--- config.mk ---
export PLATFORM = sky130hd
export DESIGN_NAME = div_issue_ctrl
export DESIGN_NICKNAME = d
export VERILOG_FILES = /design/src/rtl/div_pkg.sv /design/src/rtl/div_special_detect.sv /design/src/rtl/div_issue_ctrl.sv
export SDC_FILE = /design/constraint.sdc
export NUM_CORES = 1
export LEC_CHECK = 0
export CAP_MARGIN = 20
export CORE_MARGIN = 5
export CORE_UTILIZATION = 45
export CTS_CLUSTER_SIZE = 12
export DETAILED_ROUTE_END_ITERATION = 8
export MAX_ROUTING_LAYER = met4
export PLACE_DENSITY = 0.86
export REMOVE_ABC_BUFFERS = 1
export SLEW_MARGIN = 20
export SYNTH_ARGS = -nofsm -noshare
export SYNTH_HDL_FRONTEND = slang
export SYNTH_SLANG_ARGS = --single-unit
--- constraint.sdc ---
create_clock -name clk -period 5.65 [get_ports clk]
set_input_delay 0.8475 -clock clk [delete_from_list [all_inputs] [get_ports clk]]
set_output_delay 0.8475 -clock clk [all_outputs]
set_load 0.1 [all_outputs]
--- src/rtl/div_pkg.sv ---
// Shared types and constants for the divider issue controller.
package div_pkg;

  typedef enum logic [1:0] {
    ST_IDLE = 2'd0,
    ST_WAIT = 2'd1,
    ST_RESP = 2'd2
  } div_state_e;

  localparam logic [31:0] DIV_INT_MIN   = 32'h8000_0000;
  localparam logic [31:0] DIV_MINUS_ONE = 32'hFFFF_FFFF;
  localparam logic [31:0] DIV_ZERO_QUOT = 32'hFFFF_FFFF;

  localparam int unsigned SETTLE_W = 4;

endpackage

--- src/rtl/div_special_detect.sv ---
// Classifies a divide request as zero-divide, signed overflow or normal.
module div_special_detect
  import div_pkg::*;
(
  input  logic [31:0] dividend_i,
  input  logic [31:0] divider_i,
  input  logic        signed_i,
  output logic        is_zero_o,
  output logic        is_ovf_o
);

  always_comb begin
    is_zero_o = (divider_i == '0);
    // Only INT_MIN / -1 in signed mode overflows; zero divisor takes priority.
    is_ovf_o  = !is_zero_o && signed_i &&
                (dividend_i == DIV_INT_MIN) && (divider_i == DIV_MINUS_ONE);
  end

endmodule

--- src/rtl/div_issue_ctrl.sv ---
// Issues one request at a time to an external combinational divider, waits
// for it to settle, and holds the captured result until the consumer accepts.
module div_issue_ctrl
  import div_pkg::*;
#(
  parameter int unsigned SETTLE_CYCLES = 2
) (
  input  logic        clk,
  input  logic        rst,
  input  logic        req_valid,
  output logic        req_ready,
  input  logic [31:0] req_dividend,
  input  logic [31:0] req_divider,
  input  logic        req_signed,
  output logic [31:0] div_dividend,
  output logic [31:0] div_divider,
  output logic        div_s,
  input  logic [31:0] div_quotient,
  input  logic [31:0] div_remainder,
  input  logic        div_error,
  output logic        rsp_valid,
  input  logic        rsp_ready,
  output logic [31:0] rsp_quotient,
  output logic [31:0] rsp_remainder,
  output logic        rsp_error,
  output logic        rsp_overflow
);

  localparam logic [SETTLE_W-1:0] CNT_LAST = SETTLE_W'(SETTLE_CYCLES - 1);

  div_state_e          state_q, state_d;
  logic [SETTLE_W-1:0] cnt_q, cnt_d;
  logic [31:0]         dvd_q, dvd_d;
  logic [31:0]         dvr_q, dvr_d;
  logic                s_q, s_d;
  logic [31:0]         quot_q, quot_d;
  logic [31:0]         rem_q, rem_d;
  logic                err_q, err_d;
  logic                ovf_q, ovf_d;

  logic is_zero;
  logic is_ovf;

  div_special_detect u_detect (
    .dividend_i (req_dividend),
    .divider_i  (req_divider),
    .signed_i   (req_signed),
    .is_zero_o  (is_zero),
    .is_ovf_o   (is_ovf)
  );

  always_comb begin
    state_d = state_q;
    cnt_d   = cnt_q;
    dvd_d   = dvd_q;
    dvr_d   = dvr_q;
    s_d     = s_q;
    quot_d  = quot_q;
    rem_d   = rem_q;
    err_d   = err_q;
    ovf_d   = ovf_q;

    unique case (state_q)
      ST_IDLE: begin
        if (req_valid) begin
          dvd_d = req_dividend;
          dvr_d = req_divider;
          s_d   = req_signed;
          // Special cases are answered directly; the divider output is unused.
          if (is_zero) begin
            quot_d  = DIV_ZERO_QUOT;
            rem_d   = req_dividend;
            err_d   = 1'b1;
            ovf_d   = 1'b0;
            state_d = ST_RESP;
          end else if (is_ovf) begin
            quot_d  = DIV_INT_MIN;
            rem_d   = '0;
            err_d   = 1'b0;
            ovf_d   = 1'b1;
            state_d = ST_RESP;
          end else begin
            cnt_d   = '0;
            state_d = ST_WAIT;
          end
        end
      end
      ST_WAIT: begin
        if (cnt_q == CNT_LAST) begin
          quot_d  = div_quotient;
          rem_d   = div_remainder;
          err_d   = div_error;
          ovf_d   = 1'b0;
          state_d = ST_RESP;
        end else begin
          cnt_d = cnt_q + 1'b1;
        end
      end
      ST_RESP: begin
        if (rsp_ready) state_d = ST_IDLE;
      end
      default: state_d = ST_IDLE;
    endcase
  end

  always_ff @(posedge clk) begin
    if (rst) begin
      state_q <= ST_IDLE;
      cnt_q   <= '0;
      dvd_q   <= '0;
      dvr_q   <= '0;
      s_q     <= 1'b0;
      quot_q  <= '0;
      rem_q   <= '0;
      err_q   <= 1'b0;
      ovf_q   <= 1'b0;
    end else begin
      state_q <= state_d;
      cnt_q   <= cnt_d;
      dvd_q   <= dvd_d;
      dvr_q   <= dvr_d;
      s_q     <= s_d;
      quot_q  <= quot_d;
      rem_q   <= rem_d;
      err_q   <= err_d;
      ovf_q   <= ovf_d;
    end
  end

  assign req_ready     = (state_q == ST_IDLE);
  assign rsp_valid     = (state_q == ST_RESP);
  assign div_dividend  = dvd_q;
  assign div_divider   = dvr_q;
  assign div_s         = s_q;
  assign rsp_quotient  = quot_q;
  assign rsp_remainder = rem_q;
  assign rsp_error     = err_q;
  assign rsp_overflow  = ovf_q;

endmodule
==> results of run 1 <==
area by class of cell:
cell class	count	share of cell area [%]
timing repair buffer	275	30.4
multi-input combinational	501	30.7
clock buffer	26	5.54
sequential	137	30.5
inverter	2	0.0834
clock inverter	3	0.445
tap	172	2.39
metrics by stage:
step                      instances  hold slack, ns
final                          1116           0.449
after global placement         1087           0.440
after CTS                      1116           0.453
after floorplan                 640           0.444
after global routing           1116           0.465
after detailed placement       1087           0.446
report_power, final:
| group | internal [W] | switching, W |
|---|---|---|
| logic | 0.000376 | 0.00108 |
| registers | 0.00107 | 0.0000551 |
| clock network | 0.000643 | 0.000386 |
| total | 0.00209 | 0.00152 |
cells in the final DEF, fill, tap and decap left out, types with 4 or more instances in the layout:
cell	synthesis	layout
sky130_fd_sc_hd__clkdlybuf4s50_1	0	265
sky130_fd_sc_hd__nand2_1	166	165
sky130_fd_sc_hd__dfxtp_1	137	137
sky130_fd_sc_hd__a21oi_1	101	100
sky130_fd_sc_hd__nor3_1	66	66
sky130_fd_sc_hd__nand3_1	35	35
sky130_fd_sc_hd__a311oi_1	27	27
sky130_fd_sc_hd__a211oi_1	23	23
sky130_fd_sc_hd__clkbuf_16	0	17
sky130_fd_sc_hd__a211oi_2	12	12
sky130_fd_sc_hd__nor4_1	11	11
sky130_fd_sc_hd__nor2_1	12	10
sky130_fd_sc_hd__buf_4	4	9
sky130_fd_sc_hd__nand4_1	7	7
sky130_fd_sc_hd__a311oi_2	6	6
sky130_fd_sc_hd__clkbuf_1	48	5
sky130_fd_sc_hd__clkbuf_8	0	4
path summary, 6_finish.rpt:
check	from	endpoint	slack [ns]	cells after the start
hold / removal	div_dividend[21]	div_dividend[21]	0.45	2
setup / recovery	req_dividend[3]	rsp_remainder[25]	1.89	8
setup reg to reg	cnt_q[0]	rsp_remainder[25]	2.93	7
hold reg to reg	div_dividend[21]	div_dividend[21]	0.45	2
flip-flops by register name, summed over array words and instances (netlist names), 2 cells and up:
register / cells
state_q: 2
div_divider: 32
cnt_q: 4
rsp_remainder: 32
rsp_quotient: 32
div_dividend: 32
cells by family (layout without fill, tap and decap cells):
kind of cell / after synthesis / in the layout / share of synthesized area [%]
adders and majority gates: 2 / 2 / 0.432
and+or+nand+nor: 322 / 322 / 25.7
muxes: 1 / 1 / 0.173
AOI/OAI and AO/OA: 176 / 176 / 20.7
buffers and inverters: 70 / 306 / 5.58
DFF: 137 / 137 / 47.4
synthesized netlist by cell type (4+ instances only):
cell / n
sky130_fd_sc_hd__nor2_1: 12
sky130_fd_sc_hd__nor3_1: 66
sky130_fd_sc_hd__a211oi_1: 23
sky130_fd_sc_hd__a211oi_2: 12
sky130_fd_sc_hd__buf_2: 6
sky130_fd_sc_hd__a311oi_2: 6
sky130_fd_sc_hd__dfxtp_1: 137
sky130_fd_sc_hd__nand3_1: 35
sky130_fd_sc_hd__nand4_1: 7
sky130_fd_sc_hd__nor4_1: 11
sky130_fd_sc_hd__a21oi_1: 101
sky130_fd_sc_hd__buf_1: 5
sky130_fd_sc_hd__nand2_1: 166
sky130_fd_sc_hd__a311oi_1: 27
sky130_fd_sc_hd__buf_6: 5
sky130_fd_sc_hd__clkbuf_1: 48
sky130_fd_sc_hd__buf_4: 4
routing by layer:
| layer | vias up | wire, um | GRT usage, % |
|---|---|---|---|
| met2 | 290 | 9930 | 44.3 |
| li1 | 2992 | - | - |
| met1 | 2985 | 8480 | 33.6 |
| met3 | 42 | 2130 | 8.01 |
| met5 | - | 0 | - |
| met4 | 0 | 490 | 10.4 |
critical path, delay by kind of cell:
kind / cells / cell delay, ns
AOI/OAI and AO/OA: 1 / 0.13
buffers and inverters: 2 / 0.77
and+or+nand+nor: 5 / 2.23
==> out/results.env, run 1 <==
OUTCOME='finished, final reports clean'
FINAL_ANTENNA_NET_COUNT=0
CTSROOTBUFFERMASTER='sky130_fd_sc_hd__clkbuf_16'
ROUTE.FINAL.WIRE_LENGTH_MM=21.0
CLOCK_H_TREE_LEVELS=4
SEQUENTIAL_CELL_AREA_UM2=2740
IOPINCOUNT=267
NUMBER_OF_NETS_IN_THE_FINISHED_DESIGN=1070
FINALSETUPTNS_NS=0
POWER.IR.VDD_WORST_uV=198
SYNTH-EDFF-COUNT=0
POST_SYNTH_MAIN_AREA_CONTRIBUTORS='sky130_fd_sc_hd__dfxtp_1 (47%), sky130_fd_sc_hd__nand2_1 (11%), sky130_fd_sc_hd__a21oi_1 (8.7%)'
NUMBER_OF_FAILING_HOLD_ENDPOINTS_AT_THE_FINAL_STAGE=0
GRT_PASS1_WL_MM=31.9
CRIT_PATH_TOP_DELAY_CELL='sky130_fd_sc_hd__or2_2'
AREA_OF_THE_MULTI_INPUT_GATES_UM2=2760
CRITPATHREQUIREDTIME_NS=5.91
DRT-PASS1-ITER-COUNT=5
PORT_BUFFERS=266
CRIT_ARRIVAL_NS=4.02
PLACED_AREA_UM2=8470
POWERDENSITY_nW_PER_UM2=401
CTS_REPAIR_RESIZE_COUNT=0
SLOWEST_DELAY_NS=0.63
MIN_PATH_TYPE='reg2reg'
CTS.HOLD.BUFFERS_ADDED=0
CLK_PIN_SLEW_NS=0.05
POST_CTS_BUFFERS=0
ANTENNA_VIOLATIONS_BEFORE_REPAIR=0
SLEW_AT_THE_PIN_WITH_THE_WORST_MAX_SLEW_SLACK_NS=1.06
GLOBALROUTETOTALUTIL_PCT=27.8
AREAGROWTHSYNTHTOFINISH_PCT=55.7
SETUP_VIOL_COUNT_FINAL=0
CRITPATHKIND='in2reg'
DRV_CAP=0
DRC=0
CTS-BUFFERS-INSERTED=17
CLOCK_SKEW_NS=0.00872
POSTLAYOUTCELLAREA_UM2=9010
LEAKAGE_nW=3.01
DIE_AREA_UM2=15200
DPL_WORST_SLACK_NS=1.49
MAX_BUFFERS_ROOT_TO_SINK=2
SETUP_WS_POST_LAYOUT_NS=1.89
NUMBER_OF_DRC_VIOLATIONS_AFTER_DETAILED_ROUTING_ITERATION_0=504
FINALMAXSLEWVIOLATIONS=0
POST_DRT_WL_PER_CELL_UM=18.8
CTS_TREE='yes'
SYNTH.FF_LATCH_COUNT=137
CRIT_PATH_START_KIND='primary input'
FRACTION_OF_LAYOUT_CELLS_WITH_A_SIZE_SUFFIX_ABOVE_1_PCT=6.67
INITIAL_CORE_UTIL_PCT=45.8
DIE_WIDTH_UM=123
VIA_COUNT_OF_THE_FIRST_GLOBAL_ROUTING_PASS=6018
SYNTH_CELL_TYPE_COUNT=39
SLEW-LIMIT-HEADROOM_PCT=29.1
POWER_W=0.00361
YS_FLOP_TYPE='sky130_fd_sc_hd__dfxtp_1'
DIE_H_UM=123
PLACEABLE_CORE_REGION_UM2=12600
ANTENNADIODECOUNT=0
POST_DRT_VIA_CELL_RATIO=5.65
ENDPOINT_KIND='flop'
DPL.HPWL_MM=14.5
SYNTH_AREA_PER_CELL_UM2=8.17
SYNTH_SEQ_AREA_SHARE_PCT=47.4
PEAK_CLOCK_FREQUENCY_SUPPORTED_BY_TIMING_MHz=266
LAYOUT_MIN_CYCLE_TIME_NS=3.76
YOSYSWARNINGS=0
LARGEST_NET_DEGREE_AT_THE_START_OF_GLOBAL_ROUTING=79
CTS_SINKS=137
FINALCOREUTILIZATION_PCT=71.4
VIA_COUNT=6309
FINAL_MIN_PERIOD_OVER_CLOCK_PERIOD_PCT=66.5
SYNTH_LARGEST_AREA_CELL='sky130_fd_sc_hd__dfxtp_1'
GP_CONGESTION=0.819
ROWS=41
GR-TOTAL-OVERFLOW=0
CRIT_PATH_CELL_TRACE='clkdlybuf4s50_1 -> or4b_1 -> or4_1 -> or3_1 -> nor3_4 -> or2_2 -> buf_12 -> a311oi_2'
POST_SYNTH_INSTANCE_AREA_UM2=5790
SYNTH_TOP_AREA_SHARE_PCT=47.4
GRT_SETUP_UNREPAIRED='no'
SYN_INST_COUNT=708
WORSTSKEWPAIRLATENCY_NS=0.42
FILLERS=1000
ASR_FLOP_RATIO_SYNTH_PCT=0
CRIT_PATH_MAX_FANOUT=35
No activity file was read; power rests on OpenSTA's default activity.
==> inputs of run 2 (changes only) <==
--- a/config.mk
+++ b/config.mk
@@ -7,11 +7,11 @@
 export LEC_CHECK = 0
 export CAP_MARGIN = 20
 export CORE_MARGIN = 5
-export CORE_UTILIZATION = 45
+export CORE_UTILIZATION = 38
 export CTS_CLUSTER_SIZE = 12
 export DETAILED_ROUTE_END_ITERATION = 8
 export MAX_ROUTING_LAYER = met4
-export PLACE_DENSITY = 0.86
+export PLACE_DENSITY = 0.78
 export REMOVE_ABC_BUFFERS = 1
 export SLEW_MARGIN = 20
 export SYNTH_ARGS = -nofsm -noshare
==> constraint.sdc (replaced) <==
create_clock -name clk -period 3.2 [get_ports clk]
set_input_delay 0.48 -clock clk [delete_from_list [all_inputs] [get_ports clk]]
set_output_delay 0.48 -clock clk [all_outputs]
set_load 0.1 [all_outputs]
==> run 2 against run 1 <==
Net effect:
- clock-buffer cell count is 4 lower
- global-route usage is 4.2 points lower
- sequential share of layout area is 0.96 points lower
==> out/results.env, run 2 (synthesis gave the netlist of run 1 again) <==
CLK_PIN_SLEW_NS=0.06
PEAK_CLOCK_FREQUENCY_SUPPORTED_BY_TIMING_MHz=334
FRACTION_OF_LAYOUT_CELLS_WITH_A_SIZE_SUFFIX_ABOVE_1_PCT=16.6
GR-TOTAL-OVERFLOW=0
CTSROOTBUFFERMASTER='sky130_fd_sc_hd__clkbuf_16'
MIN_PATH_TYPE='reg2reg'
POST_CTS_BUFFERS=0
DIE_H_UM=133
CTS_TREE='yes'
CTS_SINKS=137
POWER.IR.VDD_WORST_uV=377
AREAGROWTHSYNTHTOFINISH_PCT=60.7
INITIAL_CORE_UTIL_PCT=38.3
CRIT_PATH_MAX_FANOUT=15
ENDPOINT_KIND='flop'
TIMING.CRITICAL_PATH.MODE_CELL='sky130_fd_sc_hd__buf_12'
DIE_WIDTH_UM=133
IOPINCOUNT=267
CTS-BUFFERS-INSERTED=17
CRIT_PATH_TOP_DELAY_CELL='sky130_fd_sc_hd__or4_1'
VIA_COUNT_OF_THE_FIRST_GLOBAL_ROUTING_PASS=6147
AREA_OF_THE_MULTI_INPUT_GATES_UM2=2760
DRC=0
ROUTE.FINAL.WIRE_LENGTH_MM=21.1
DIE_AREA_UM2=17800
CRITPATHREQUIREDTIME_NS=3.52
GP_CONGESTION=0.870
POST_DRT_WL_PER_CELL_UM=18.2
SEQUENTIAL_CELL_AREA_UM2=2740
SETUP_WS_POST_LAYOUT_NS=0.207
DRT-PASS1-ITER-COUNT=5
PORT_BUFFERS=266
LARGEST_NET_DEGREE_AT_THE_START_OF_GLOBAL_ROUTING=69
POWER_W=0.00661
CRITPATHKIND='in2reg'
SLEW-LIMIT-HEADROOM_PCT=33.3
LAYOUT.CELLS.MOST_COMMON_LIST='sky130_fd_sc_hd__clkdlybuf4s50_1 (201), sky130_fd_sc_hd__nand2_1 (165), sky130_fd_sc_hd__dfxtp_1 (137), sky130_fd_sc_hd__a21oi_1 (100), sky130_fd_sc_hd__buf_4 (90)'
FINALMAXSLEWVIOLATIONS=0
POWERDENSITY_nW_PER_UM2=711
NUMBER_OF_NETS_IN_THE_FINISHED_DESIGN=1098
FINALSETUPTNS_NS=0
CLOCK_H_TREE_LEVELS=4
CTS_REPAIR_RESIZE_COUNT=0
MAX_BUFFERS_ROOT_TO_SINK=2
DPL_WORST_SLACK_NS=-0.240
POST_DRT_VIA_CELL_RATIO=5.43
FINALCOREUTILIZATION_PCT=61.6
CRIT_PATH_START_KIND='primary input'
MOSTFREQUENTLAYOUTCELL='sky130_fd_sc_hd__clkdlybuf4s50_1'
SETUP_VIOL_COUNT_FINAL=0
LEAKAGE_nW=3.33
FILLERS=1310
ANTENNA_VIOLATIONS_BEFORE_REPAIR=0
CRIT_ARRIVAL_NS=3.31
FINAL_ANTENNA_NET_COUNT=0
DPL.HPWL_MM=15.0
LAYOUT_MIN_CYCLE_TIME_NS=2.99
CRIT_PATH_CELL_TRACE='clkdlybuf4s50_1 -> or4b_1 -> or4_1 -> or3_1 -> nor3_4 -> buf_12 -> buf_12 -> nor3_1 -> a311oi_1'
NUMBER_OF_DRC_VIOLATIONS_AFTER_DETAILED_ROUTING_ITERATION_0=288
HOLD-WORST-SLACK_NS=0.452
GLOBALROUTETOTALUTIL_PCT=23.6
ANTENNADIODECOUNT=0
WORSTSKEWPAIRLATENCY_NS=0.42
GRT_SETUP_UNREPAIRED='no'
OUTCOME='finished, final reports clean'
ROWS=45
GRT_PASS1_WL_MM=32.7
FINAL_MIN_PERIOD_OVER_CLOCK_PERIOD_PCT=93.5
DRV_CAP=0
VIA_COUNT=6311
CTS.HOLD.BUFFERS_ADDED=0
SLOWEST_DELAY_NS=0.57
CLOCK_SKEW_NS=0.00601
NUMBER_OF_FAILING_HOLD_ENDPOINTS_AT_THE_FINAL_STAGE=0
PLACEABLE_CORE_REGION_UM2=15100
SLEW_AT_THE_PIN_WITH_THE_WORST_MAX_SLEW_SLACK_NS=0.998
==> run 2: cell count changes in the layout (fill, tap and decap cells not counted) <==
| cell | previous run | this run |
|---|---|---|
| sky130_fd_sc_hd__clkbuf_1 | 5 | 1 |
| sky130_fd_sc_hd__clkinv_4 | 0 | 1 |
| sky130_fd_sc_hd__buf_4 | 9 | 90 |
| sky130_fd_sc_hd__buf_12 | 1 | 12 |
| sky130_fd_sc_hd__bufinv_16 | 1 | 3 |
| sky130_fd_sc_hd__clkinvlp_4 | 0 | 3 |
| sky130_fd_sc_hd__clkdlybuf4s50_1 | 265 | 201 |
| sky130_fd_sc_hd__inv_6 | 0 | 1 |
==> run 2: where the power goes <==
group	total, W	switching [W]	internal [W]
Clock	0.00206	0.000749	0.00131
Combinational	0.00256	0.00190	0.000666
Sequential	0.00199	0.0000997	0.00189
Total	0.00661	0.00275	0.00387
==> run 2: routing by layer <==
| layer | share of wire, % | wire length, um | vias up | track usage, % |
|---|---|---|---|---|
| met2 | 47 | 9960 | 266 | 38.0 |
| met4 | 2.3 | 483 | 0 | 8.34 |
| met3 | 7.6 | 1600 | 36 | 5.93 |
| li1 | - | - | 3055 | - |
| met5 | 0 | 0 | - | - |
| met1 | 43 | 9100 | 2954 | 28.9 |
==> run 2: final cells by class <==
cell class | instances | share of cell area (%)
Timing Repair Buffer | 303 | 31.5
Multi-Input combinational cell | 501 | 29.7
Sequential cell | 137 | 29.5
Clock buffer | 22 | 5.21
Tap cell | 188 | 2.53
Clock inverter | 10 | 1.51
Inverter | 2 | 0.0807
==> run 2: path summary, 6_finish.rpt <==
kind	depth (start not counted)	end	startpoint	slack, ns
max reg2reg	7	rsp_remainder[23]	state_q[1]	0.83
min	2	div_divider[22]	div_divider[22]	0.45
max	9	rsp_remainder[23]	req_dividend[2]	0.21
min reg2reg	2	div_divider[22]	div_divider[22]	0.45
==> run 2: worst max-delay path, delay by kind of cell <==
kind / cells / cell delay, ns
AOI/OAI and AO/OA: 1 / 0.25
and+or+nand+nor: 5 / 1.79
buffers and inverters: 3 / 0.79
==> run 2: stage by stage <==
step | std cells | area (um2)
5_1_grt | 1163 | 9300
2_1_floorplan | 640 | 5470
6_report | 1163 | 9300
4_1_cts | 1163 | 9300
3_5_place_dp | 1131 | 8670
3_3_place_gp | 1131 | 8670
==> inputs of run 3 (changes only) <==
--- a/config.mk
+++ b/config.mk
@@ -11,9 +11,10 @@
 export CTS_CLUSTER_SIZE = 12
 export DETAILED_ROUTE_END_ITERATION = 8
 export MAX_ROUTING_LAYER = met4
-export PLACE_DENSITY = 0.78
+export PLACE_DENSITY = 0.76
 export REMOVE_ABC_BUFFERS = 1
 export SLEW_MARGIN = 20
 export SYNTH_ARGS = -nofsm -noshare
 export SYNTH_HDL_FRONTEND = slang
+export SYNTH_HIERARCHICAL = 1
 export SYNTH_SLANG_ARGS = --single-unit
==> run 3 against run 2 <==
Net effect:
- worst hold slack better by 0.00059 ns
- clock-buffer cell count is 4 lower
- clock skew is 0.0035 ns higher
- wire length is 0.78% lower
- total power is 12% lower
- setup slack worse by 0.0045 ns
- sequential share of layout area is 0.75 points lower
- first-iteration DRC count is 18% higher
- critical path type unchanged
- clock power is 2% higher
- cell area is 2.7% higher
==> out/results.env, run 3 <==
SYNTH_SEQ_AREA_SHARE_PCT=45.0
YOSYSWARNINGS=6
INITIAL_CORE_UTIL_PCT=38.5
FINAL_MIN_PERIOD_OVER_CLOCK_PERIOD_PCT=93.7
GR-TOTAL-OVERFLOW=0
SYNTH-EDFF-COUNT=0
LEAKAGE_nW=3.70
MOSTFREQUENTLAYOUTCELL='sky130_fd_sc_hd__clkdlybuf4s50_1'
SLEW_AT_THE_PIN_WITH_THE_WORST_MAX_SLEW_SLACK_NS=1.00
IOPINCOUNT=267
NUMBER_OF_DRC_VIOLATIONS_AFTER_DETAILED_ROUTING_ITERATION_0=339
PLACEABLE_CORE_REGION_UM2=15800
NETSWITCHINGPOWER_W=0.00215
SYNTH_TOP_AREA_SHARE_PCT=45.0
ANTENNA_VIOLATIONS_BEFORE_REPAIR=0
LAYOUT_MIN_CYCLE_TIME_NS=3.00
VIA_COUNT_OF_THE_FIRST_GLOBAL_ROUTING_PASS=5946
DRT-PASS1-ITER-COUNT=5
AREAGROWTHSYNTHTOFINISH_PCT=56.5
DIE_AREA_UM2=18700
ASR_FLOP_RATIO_SYNTH_PCT=0
SLEW-LIMIT-HEADROOM_PCT=33.1
POST_SYNTH_MAIN_AREA_CONTRIBUTORS='sky130_fd_sc_hd__dfxtp_1 (45%), sky130_fd_sc_hd__nand2_1 (10%), sky130_fd_sc_hd__a21oi_1 (8.5%)'
SYNTH.FF_LATCH_COUNT=137
FILLERS=1376
POWER_REPORT.INTERNAL_TOTAL_W=0.00367
SW_FRAC_OF_TOTAL_PCT=36.9
NUMBER_OF_NETS_IN_THE_FINISHED_DESIGN=1132
GRT_SETUP_UNREPAIRED='no'
FRACTION_OF_LAYOUT_CELLS_WITH_A_SIZE_SUFFIX_ABOVE_1_PCT=18.6
POST_CTS_BUFFERS=0
SYN_INST_COUNT=734
CRITPATHREQUIREDTIME_NS=3.51
PEAK_CLOCK_FREQUENCY_SUPPORTED_BY_TIMING_MHz=334
CTSROOTBUFFERMASTER='sky130_fd_sc_hd__clkbuf_16'
FINALSETUPTNS_NS=0
SYNTH_AREA_PER_CELL_UM2=8.31
FINAL_CELL_COUNT_NO_FILL=1225
VIA_COUNT=6242
POWER.IR.VDD_WORST_uV=335
MAX_BUFFERS_ROOT_TO_SINK=2
SYNTH_CELL_TYPE_COUNT=44
YS_FLOP_TYPE='sky130_fd_sc_hd__dfxtp_1'
SYNTHTOPCELLSBYCOUNT='sky130_fd_sc_hd__nand2_1 (167), sky130_fd_sc_hd__dfxtp_1 (137), sky130_fd_sc_hd__a21oi_1 (103)'
POST_SYNTH_INSTANCE_AREA_UM2=6100
CRIT_PATH_START_KIND='primary input'
OUTCOME='finished, final reports clean'
CTS_TREE='yes'
ENDPOINT_KIND='flop'
GLOBALROUTETOTALUTIL_PCT=22.2
DRV_CAP=0
SETUP_WS_POST_LAYOUT_NS=0.202
CRIT_ARRIVAL_NS=3.31
DIE_WIDTH_UM=137
FINALCOREUTILIZATION_PCT=60.3
DPL_WORST_SLACK_NS=-0.208
SYNTH_MOST_COMMON_CELL='sky130_fd_sc_hd__nand2_1'
GP_CONGESTION=0.840
CTS-BUFFERS-INSERTED=17
DIE_H_UM=137
ANTENNADIODECOUNT=0
GRT_PASS1_WL_MM=31.7
CTS_SINKS=137
SETUP_VIOL_COUNT_FINAL=0
PORT_BUFFERS=266
CLK_PIN_SLEW_NS=0.06
LAYOUT.CELLS.MOST_COMMON_LIST='sky130_fd_sc_hd__clkdlybuf4s50_1 (193), sky130_fd_sc_hd__nand2_1 (167), sky130_fd_sc_hd__dfxtp_1 (136), sky130_fd_sc_hd__buf_4 (108), sky130_fd_sc_hd__a21oi_1 (102)'
CLOCKPOWERSHARE_PCT=36.2
FINALMAXSLEWVIOLATIONS=0
POWERDENSITY_nW_PER_UM2=610
CRIT_PATH_MAX_FANOUT=20
CLOCK_H_TREE_LEVELS=4
ROUTE.FINAL.WIRE_LENGTH_MM=21.0
DPL.HPWL_MM=14.8
MIN_PATH_TYPE='reg2reg'
WORSTSKEWPAIRLATENCY_NS=0.42
ROWS=46
POWER.SEQUENTIAL.FRACTION_PCT=32.8
PLACEDCELLCOUNT=1193
DRC=0
NUMBER_OF_FAILING_HOLD_ENDPOINTS_AT_THE_FINAL_STAGE=0
CLOCK_SKEW_NS=0.00950
SYNTH_LARGEST_AREA_CELL='sky130_fd_sc_hd__dfxtp_1'
POST_DRT_WL_PER_CELL_UM=17.1
POST_DRT_VIA_CELL_RATIO=5.10
POWER_FRAC_COMB_PCT=31.0
LARGEST_NET_DEGREE_AT_THE_START_OF_GLOBAL_ROUTING=86
FINAL_ANTENNA_NET_COUNT=0
CRITPATHKIND='in2reg'
-- run 3: cell count changes in the layout (fill, tap and decap cells not counted), sizes merged, moves of 31 or more --
cell / change
a221oi: +31
nor3: -64
inv: +36
mux2: +32
a311oi: -33
nand3: -34
a211oi: -34
nand3b: +33
nor2b: +32
-- run 3: worst paths after layout --
kind | end | slack, ns | depth (start not counted) | from
worst max-delay path | rsp_quotient[3] | 0.20 | 11 | req_dividend[11]
worst min register to register | div_dividend[22] | 0.45 | 2 | div_dividend[22]
worst min-delay path | div_dividend[22] | 0.45 | 2 | div_dividend[22]
worst max register to register | rsp_quotient[13] | 1.09 | 5 | state_q[0]
-- run 3: timing repair --
item / in CTS / in global routing
gates resized for setup: 0 / 1
hold buffers: 0 / 0
endpoints found under the setup margin: 0 / 3
-- run 3: kinds of logic (layout without fill, tap and decap cells) --
| family | after synthesis | after routing | synth area share [%] |
|---|---|---|---|
| buf+inv | 99 | 374 | 7.28 |
| flops | 137 | 137 | 45.0 |
| fa+ha+maj | 2 | 2 | 0.410 |
| simple gates | 288 | 288 | 24.0 |
| mux | 33 | 33 | 6.44 |
| compound gates | 175 | 175 | 16.9 |
-- run 3: worst max-delay path, stage by stage --
cell and delay, ns:
sky130_fd_sc_hd__clkdlybuf4s50_1 0.44, sky130_fd_sc_hd__nor4_2 0.29, sky130_fd_sc_hd__buf_4 0.15, sky130_fd_sc_hd__nand4_1 0.18, sky130_fd_sc_hd__or4_1 0.58, sky130_fd_sc_hd__nor4_2 0.15, sky130_fd_sc_hd__buf_4 0.17, sky130_fd_sc_hd__o21a_1 0.15
sky130_fd_sc_hd__o22ai_4 0.13, sky130_fd_sc_hd__buf_4 0.25, sky130_fd_sc_hd__a221oi_1 0.33
-- run 3: stage by stage --
step | hold WS [ns] | instance area [um2] | total power, W
after CTS | 0.455 | 9540 | 0.00587
after floorplan | 0.479 | 5790 | 0.00315
after global placement | 0.441 | 8900 | 0.00374
final | 0.453 | 9550 | 0.00582
after detailed placement | 0.447 | 8900 | 0.00375
after global routing | 0.468 | 9550 | 0.00604
-- run 3: final cells by class --
class	count	area (um2)	share of cell area, %
clock inverters	14	196	2.06
flip-flops and latches	137	2740	28.7
clock buffers	18	439	4.60
multi-input cells	498	2940	30.7
inverters	37	139	1.45
well taps	216	270	2.83
repair buffers	305	2820	29.6
-- run 3: metal layers --
metal	global-route usage, %	routed length [um]	vias to the layer above
li1	-	-	3054
met1	27.1	8690	2913
met2	35.4	10100	236
met3	5.55	1600	39
met4	8.34	640	0
met5	-	0	-
-- run 3: power groups by stage --
stage,sequential [W],combinational [W],clock (W)
final,0.00191,0.00181,0.00211
after global routing,0.00192,0.00188,0.00223
after CTS,0.00191,0.00182,0.00215
after detailed placement,0.00194,0.00181,0
after global placement,0.00194,0.00180,0
after floorplan,0.00280,0.000347,0
